### config.mk
export PLATFORM = sky130hd
export DESIGN_NAME = apb_timer_flat
export DESIGN_NICKNAME = d
export VERILOG_FILES = /design/src/rtl/apb_timer_if.sv /design/src/rtl/apb_timer.sv /design/src/flat_wrapper.sv
export SDC_FILE = /design/constraint.sdc
export NUM_CORES = 1
export LEC_CHECK = 0
export CAP_MARGIN = 20
export CORE_UTILIZATION = 49
export CTS_BUF_LIST = sky130_fd_sc_hd__clkbuf_2
export CTS_CLUSTER_DIAMETER = 30
export DETAILED_ROUTE_END_ITERATION = 12
export PLACE_DENSITY = 0.86
export SLEW_MARGIN = 25
export SYNTH_ARGS = -nofsm -noshare
export SYNTH_HDL_FRONTEND = slang
export SYNTH_SLANG_ARGS = --single-unit
### constraint.sdc
create_clock -name clk -period 2.9 [get_ports clk]
set_input_delay 0.29 -clock clk [delete_from_list [all_inputs] [get_ports clk]]
set_output_delay 0.29 -clock clk [all_outputs]
set_load 0.005 [all_outputs]
### src/rtl/apb_timer_if.sv
// ----------------------------------------------------------------------------
// apb_timer_if
//   Bus bundle between the UART-to-APB bridge (master) and the APB timer
//   (slave). There is no psel on this bus: a transfer is active whenever
//   penable is high.
//
//   paddr   master->slave  32  byte address, [3:2] selects a register
//   penable master->slave   1  access phase
//   pwrite  master->slave   1  1 = write, 0 = read
//   pwdata  master->slave  32  write data
//   prdata  slave->master  32  read data
//   pready  slave->master   1  transfer completes on an edge with penable & pready
// ----------------------------------------------------------------------------
interface apb_timer_if;
   logic [31:0] paddr;
   logic        penable;
   logic        pwrite;
   logic [31:0] pwdata;
   logic [31:0] prdata;
   logic        pready;

   modport master (
      output paddr, penable, pwrite, pwdata,
      input  prdata, pready
   );

   modport slave (
      input  paddr, penable, pwrite, pwdata,
      output prdata, pready
   );
endinterface

### src/rtl/apb_timer.sv
// ----------------------------------------------------------------------------
// apb_timer
//   32-bit down-counting timer on the bridge's APB-style bus, with a level
//   interrupt. A 16-bit prescaler divides clk by PRESCALE; each prescaler wrap
//   is one counter tick.
//
//   Register map (paddr[3:2]):
//     0x0 CTRL   RW  bit0 enable, bit1 auto_reload, bit2 irq_en
//     0x4 LOAD   RW  reload value
//     0x8 COUNT  RO  current counter value
//     0xC STATUS W1C bit0 expired
//
//   Parameters:
//     BASE      block responds when paddr[31:4] == BASE[31:4]
//     PRESCALE  clk cycles per counter tick, 1..65535
//
//   Ports:
//     clk    in   system clock, rising edge
//     reset  in   synchronous active-high reset
//     bus    slave modport of apb_timer_if (paddr/penable/pwrite/pwdata in,
//            prdata/pready out)
//     irq    out  registered STATUS.expired & CTRL.irq_en
//
//   Build option:
//     APB_TIMER_WAIT_EN  when defined, every transfer takes one wait state and
//                        prdata/pready are registered; otherwise pready is
//                        tied high and prdata is combinational.
// ----------------------------------------------------------------------------
module apb_timer #(
   parameter logic [31:0] BASE     = 32'h0000_0000,
   parameter logic [15:0] PRESCALE = 16'd10
) (
   input  logic       clk,
   input  logic       reset,
   apb_timer_if.slave bus,
   output logic       irq
);

   typedef enum logic [1:0] {
      REG_CTRL   = 2'd0,
      REG_LOAD   = 2'd1,
      REG_COUNT  = 2'd2,
      REG_STATUS = 2'd3
   } reg_sel_e;

   localparam logic [15:0] PRESC_LAST = PRESCALE - 16'd1;

   logic [2:0]  ctrl_q,    ctrl_d;
   logic [31:0] load_q,    load_d;
   logic [31:0] count_q,   count_d;
   logic [15:0] presc_q,   presc_d;
   logic        expired_q, expired_d;
   logic        irq_q;

   logic        hit;
   reg_sel_e    sel;
   logic        wr_hit;
   logic        wr_ctrl;
   logic        tick;
   logic        run;
   logic        set_exp;
   logic [31:0] rdata;
   logic        unused_paddr;

   assign hit          = (bus.paddr[31:4] == BASE[31:4]);
   assign sel          = reg_sel_e'(bus.paddr[3:2]);
   assign unused_paddr = ^bus.paddr[1:0];

   // Misses complete like hits but never commit.
   assign wr_hit  = bus.penable & bus.pwrite & bus.pready & hit;
   assign wr_ctrl = wr_hit & (sel == REG_CTRL);

   // ------------------------------------------------------------------------
   // Read mux (registers as they stand before the current edge)
   // ------------------------------------------------------------------------
   always_comb begin
      rdata = '0;
      if (hit) begin
         case (sel)
            REG_CTRL:   rdata = {29'd0, ctrl_q};
            REG_LOAD:   rdata = load_q;
            REG_COUNT:  rdata = count_q;
            REG_STATUS: rdata = {31'd0, expired_q};
            default:    rdata = '0;
         endcase
      end
   end

   // ------------------------------------------------------------------------
   // Bus response
   // ------------------------------------------------------------------------
`ifdef APB_TIMER_WAIT_EN
   logic        pready_q;
   logic [31:0] prdata_q;

   // pready goes high in the second penable cycle and drops right after the
   // completing edge, so back-to-back transfers each take two cycles.
   always_ff @(posedge clk) begin
      if (reset) begin
         pready_q <= 1'b0;
         prdata_q <= '0;
      end else begin
         pready_q <= bus.penable & ~pready_q;
         if (bus.penable & ~pready_q) begin
            prdata_q <= rdata;
         end
      end
   end

   assign bus.pready = pready_q;
   assign bus.prdata = prdata_q;
`else
   assign bus.pready = 1'b1;
   assign bus.prdata = rdata;
`endif

   // ------------------------------------------------------------------------
   // Timer next state
   // ------------------------------------------------------------------------
   assign tick = ctrl_q[0] & (presc_q == PRESC_LAST);

   // A CTRL write that clears enable overrides this edge's counting entirely,
   // including a coincident tick.
   assign run = ctrl_q[0] & ~(wr_ctrl & ~bus.pwdata[0]);

   always_comb begin
      ctrl_d    = ctrl_q;
      load_d    = load_q;
      count_d   = count_q;
      presc_d   = presc_q;
      expired_d = expired_q;
      set_exp   = 1'b0;

      if (run) begin
         presc_d = tick ? 16'd0 : presc_q + 16'd1;
         if (tick) begin
            if (count_q != 32'd0) begin
               count_d = count_q - 32'd1;
            end else begin
               set_exp = 1'b1;
               if (ctrl_q[1]) begin
                  count_d = load_q;
               end else begin
                  ctrl_d[0] = 1'b0;
               end
            end
         end
      end

      if (wr_hit) begin
         case (sel)
            REG_CTRL: begin
               // Written enable overrides a same-edge auto-disable.
               ctrl_d = bus.pwdata[2:0];
               if (~ctrl_q[0] & bus.pwdata[0]) begin
                  count_d = load_q;
                  presc_d = 16'd0;
               end
            end
            REG_LOAD: load_d = bus.pwdata;
            REG_STATUS: begin
               if (bus.pwdata[0]) begin
                  expired_d = 1'b0;
               end
            end
            default: ;
         endcase
      end

      // Expiry beats a simultaneous W1C.
      if (set_exp) begin
         expired_d = 1'b1;
      end
   end

   // ------------------------------------------------------------------------
   // State registers
   // ------------------------------------------------------------------------
   always_ff @(posedge clk) begin
      if (reset) begin
         ctrl_q    <= '0;
         load_q    <= '0;
         count_q   <= '0;
         presc_q   <= '0;
         expired_q <= 1'b0;
         irq_q     <= 1'b0;
      end else begin
         ctrl_q    <= ctrl_d;
         load_q    <= load_d;
         count_q   <= count_d;
         presc_q   <= presc_d;
         expired_q <= expired_d;
         // irq trails expired by one clk.
         irq_q     <= expired_q & ctrl_q[2];
      end
   end

   assign irq = irq_q;

endmodule

### src/flat_wrapper.sv
// flat-port wrapper written by rule: the top's interface ports become plain ports
module apb_timer_flat 
#(
   parameter logic [31:0] BASE     = 32'h0000_0000,
   parameter logic [15:0] PRESCALE = 16'd10
)
  (clk, reset, irq, bus_paddr, bus_penable, bus_pwrite, bus_pwdata, bus_prdata, bus_pready);
  apb_timer_if bus_i ();
  input  logic clk;
  input  logic reset;
  output logic irq;
  input wire logic [$bits(bus_i.paddr)-1:0] bus_paddr;
  input wire logic [$bits(bus_i.penable)-1:0] bus_penable;
  input wire logic [$bits(bus_i.pwrite)-1:0] bus_pwrite;
  input wire logic [$bits(bus_i.pwdata)-1:0] bus_pwdata;
  output wire logic [$bits(bus_i.prdata)-1:0] bus_prdata;
  output wire logic [$bits(bus_i.pready)-1:0] bus_pready;
  assign bus_i.paddr = bus_paddr;
  assign bus_i.penable = bus_penable;
  assign bus_i.pwrite = bus_pwrite;
  assign bus_i.pwdata = bus_pwdata;
  assign bus_prdata = bus_i.prdata;
  assign bus_pready = bus_i.pready;
  apb_timer #(.BASE(BASE), .PRESCALE(PRESCALE)) u_core (.clk(clk), .reset(reset), .bus(bus_i), .irq(irq));
endmodule
==> metrics.yaml <==
final_layout:
  antennaDiodeCount: 0
  nets: 861
  area_growth_syn_to_layout_pct: 31.3
  fillerInstances: 843
  drive_gt1_share_pct: 11.8
critical_path:
  r2r_end: "u_core.count_q[21]$_SDFF_PP0_"
  ff2ff_path_depth: 8
  ff2ff_setup_slack_ps: 70
  cp_slowest_stage_delay_ps: 610
  cp-end-kind: "flop"
  cp-start-kind: "flop"
  r2r_start: "u_core.count_q[27]$_SDFF_PP0_"
  cp.buffers_inverters: 1
  cp_common_cell: "or4_4"
  arrival_ps: 3410
  critical_path.top_delay_family: "simple AND/OR/NAND/NOR gates"
  cp.required_ps: 3480
  crit_path_max_fanout: 11
  crit_chain: "or4_4 -> or4_4 -> or4_4 -> buf_4 -> o21ai_0 -> a21oi_1 -> a211oi_2 -> a21o_1"
  critical_path_class: "reg -> reg"
  critPathSlowestCell: "or4_4"
hold_path:
  min_to: "u_core.load_q[4]$_SDFFE_PP0P_"
  min_from: "reset"
  hp-class: "in -> reg"
  whs_path_depth: 2
status:
  run_status: "completed"
synth:
  synth-edff-count: 0
  postSynthAreaPerCell_um2: 7.57
  async_flop_share_pct: 0
  synth_warnings: 0
  ys_types: 57
  ys.flop_type: "dfxtp_1"
  synth-seq-cells: 85
  synthesis.area_um2: 5080
  yosysSeqAreaShare_pct: 33.5
  synth_nets: 743
  synth_cells: 671
route:
  routed_wl_mm: 17.0
  vias_per_cell: 6.12
  drc: 0
  drt_pass1_iterations: 6
  vias: 5676
  wl_per_cell_um: 18.3
  ant_nets: 0
  drtIter0Drc: 491
timing:
  report.final.slew_viol_count: 0
  slew_headroom_pct: 46.2
  fmax_ghz: 0.354
  worst_pin_slew_ps: 804
  whs_ps: 120
  setup_viol: 0
  fin_crit_sh_pct: 97.5
  hold_viol: 0
  final.setup_skew_ps: 27.3
  period_minus_slack_ps: 2830
cts:
  cts.sinks: 85
  cts_tree: "yes"
  ctsHtreeMaxLevel: 3
  cts_buffers: 9
  clk_latency_ps: 620
  cts_root_buf: "clkbuf_2"
  cts_hold_buffers: 0
  clk_pin_slew_ps: 220
  post_cts_buffers: 0
  cts_buffer_depth: 2
job:
  max_cap_viol_count: 0
placement:
  portBuffers: 98
  place.gp.congestion: 0.936
  place_hpwl_mm: 12.1
grt:
  use_met2_pct: 51.7
  grt_max_degree: 32
  grt.busiest_layer: "met2"
  overflow: 0
  grt_pass1_wl_mm: 27.2
  antenna_found_initial: 0
  grt_pass1_vias: 5523
  use_met3_pct: 5.98
  grt_use_total_pct: 31.5
  grtUsageMet1_pct: 39.8
floorplan:
  rows: 36
  core_area_um2: 9910
  die_w_um: 104
  die_h_um: 104
  fp.dieArea_um2: 10800
  initial_core_util_pct: 51.3
  ios: 102
pwr:
  power.density_nw_per_um2: 318
  power.total_mw: 2.12
  peakVddDrop_v: 0.000340
  p_leak_nw: 2.48
synth_stat cells, types with 2 or more instances:
library cell	count	area share, %
mux2i_1	31	6.1
and4_1	6	1.0
a22o_1	2	0.34
o22ai_1	4	0.49
nor3_1	21	2.1
nand2_1	60	4.4
nand3_1	21	2.1
o211ai_1	3	0.44
nor4b_1	3	0.52
buf_2	3	0.30
nand4_1	13	1.6
a31oi_1	4	0.49
inv_1	10	0.74
a22oi_1	31	4.6
or2_2	6	0.74
o31a_1	2	0.34
nor3b_1	2	0.30
and3_1	14	1.7
o311ai_0	3	0.52
nor2_1	109	8.1
a211oi_1	14	2.1
nor4_1	22	2.7
or4_1	5	0.74
clkbuf_1	39	2.9
a32o_1	2	0.39
or4_4	3	0.67
and2_1	4	0.49
dfxtp_1	85	34
or3_1	3	0.37
xnor2_1	2	0.34
a21o_1	14	2.1
ha_1	4	0.99
o21ai_0	37	3.6
nor2b_1	4	0.49
xor2_1	12	2.1
mux2_2	3	0.67
nand2b_1	2	0.25
o31ai_1	3	0.44
a21oi_1	47	4.6
worst max path at each step:
stage	start	end	slack, ps	cells after the start
global route	u_core.count_q[27]$_SDFF_PP0_	u_core.count_q[21]$_SDFF_PP0_	-8	8
detailed placement	bus_paddr[30]	u_core.presc_q[1]$_SDFF_PP0_	-120	7
CTS	u_core.count_q[1]$_SDFF_PP0_	u_core.count_q[14]$_SDFF_PP0_	50	10
floorplan	u_core.count_q[27]$_SDFF_PP0_	u_core.count_q[29]$_SDFF_PP0_	160	8
finish	u_core.count_q[27]$_SDFF_PP0_	u_core.count_q[21]$_SDFF_PP0_	70	8
global placement	bus_paddr[21]	u_core.presc_q[1]$_SDFF_PP0_	-20	7
cells in the final DEF, fill, tap and decap left out, drive strengths merged, types with 21 or more instances in the layout:
| cell type | count |
|---|---|
| o21ai | 37 |
| buf | 55 |
| clkdlybuf4s50 | 97 |
| nor4 | 23 |
| a21oi | 47 |
| nor2 | 109 |
| nand2 | 60 |
| nor3 | 21 |
| mux2i | 31 |
| nand3 | 21 |
| dfxtp | 85 |
| a22oi | 31 |
per-stage QoR:
stage                     utilization [%]  worst slack (ps)  setup TNS, ps  instance area (um^2)  std cells
final                                67.3              72.2              0                  6670        927
after global routing                 67.3             -8.41          -8.42                  6670        927
after CTS                            67.0              54.2              0                  6640        928
after detailed placement             65.4              -125           -155                  6480        912
after global placement               65.4             -23.6          -23.6                  6480        912
after floorplan                         -               164              0                  5080        671
metal layers:
layer / routed length (um) / vias to the layer above
li1: - / 2699
met2: 8050 / 293
met5: 0 / -
met1: 6890 / 2631
met3: 1520 / 53
met4: 535 / 0
timing repair:
item                                   4_1_cts  5_1_grt
resized for setup                            1        7
endpoints found under the hold margin        0        0
setup endpoints to repair                    3       11
pin swaps                                    0        2
power breakdown:
group | total, mW | switching, mW | internal [mW]
combinational | 0.161 | 0.0671 | 0.0943
clock | 0.790 | 0.415 | 0.375
sequential | 1.17 | 0.000000000234 | 1.17
logic make-up (layout without fill, tap and decap cells):
logic type	after synthesis	after routing	share of synthesized area, %
AOI/OAI and AO/OA	175	175	22.1
other	1	1	0.0738
muxes	35	35	7.22
adders and majority gates	4	4	0.986
xor gates and xnor gates	14	14	2.41
buffers and inverters	55	178	4.36
and+or+nand+nor	302	302	29.3
DFF	85	85	33.5
registers in the layout, summed over array words and instances (netlist names):
register,cells
u_core.ctrl_q,3
u_core.expired_q,1
u_core.irq,1
u_core.presc_q,16
u_core.count_q,32
u_core.load_q,32
worst register-to-register path: stages (launching register included):
cell and delay (ps):
dfxtp_1 360, or4_4 540, or4_4 480, or4_4 610, buf_4 210, o21ai_0 110, a21oi_1 130, a211oi_2 250
a21o_1 110
area by class of cell:
cell class	instances	area [um^2]	area share, %
clock inverter	5	98.8	1.48
sequential	85	1700	25.5
clock buffer	11	55.1	0.826
multi-input combinational	531	3200	48.0
inverter	10	37.5	0.563
tap	133	166	2.50
timing repair buffer	152	1410	21.1
Note: power is estimated with default switching activity, not from simulation.
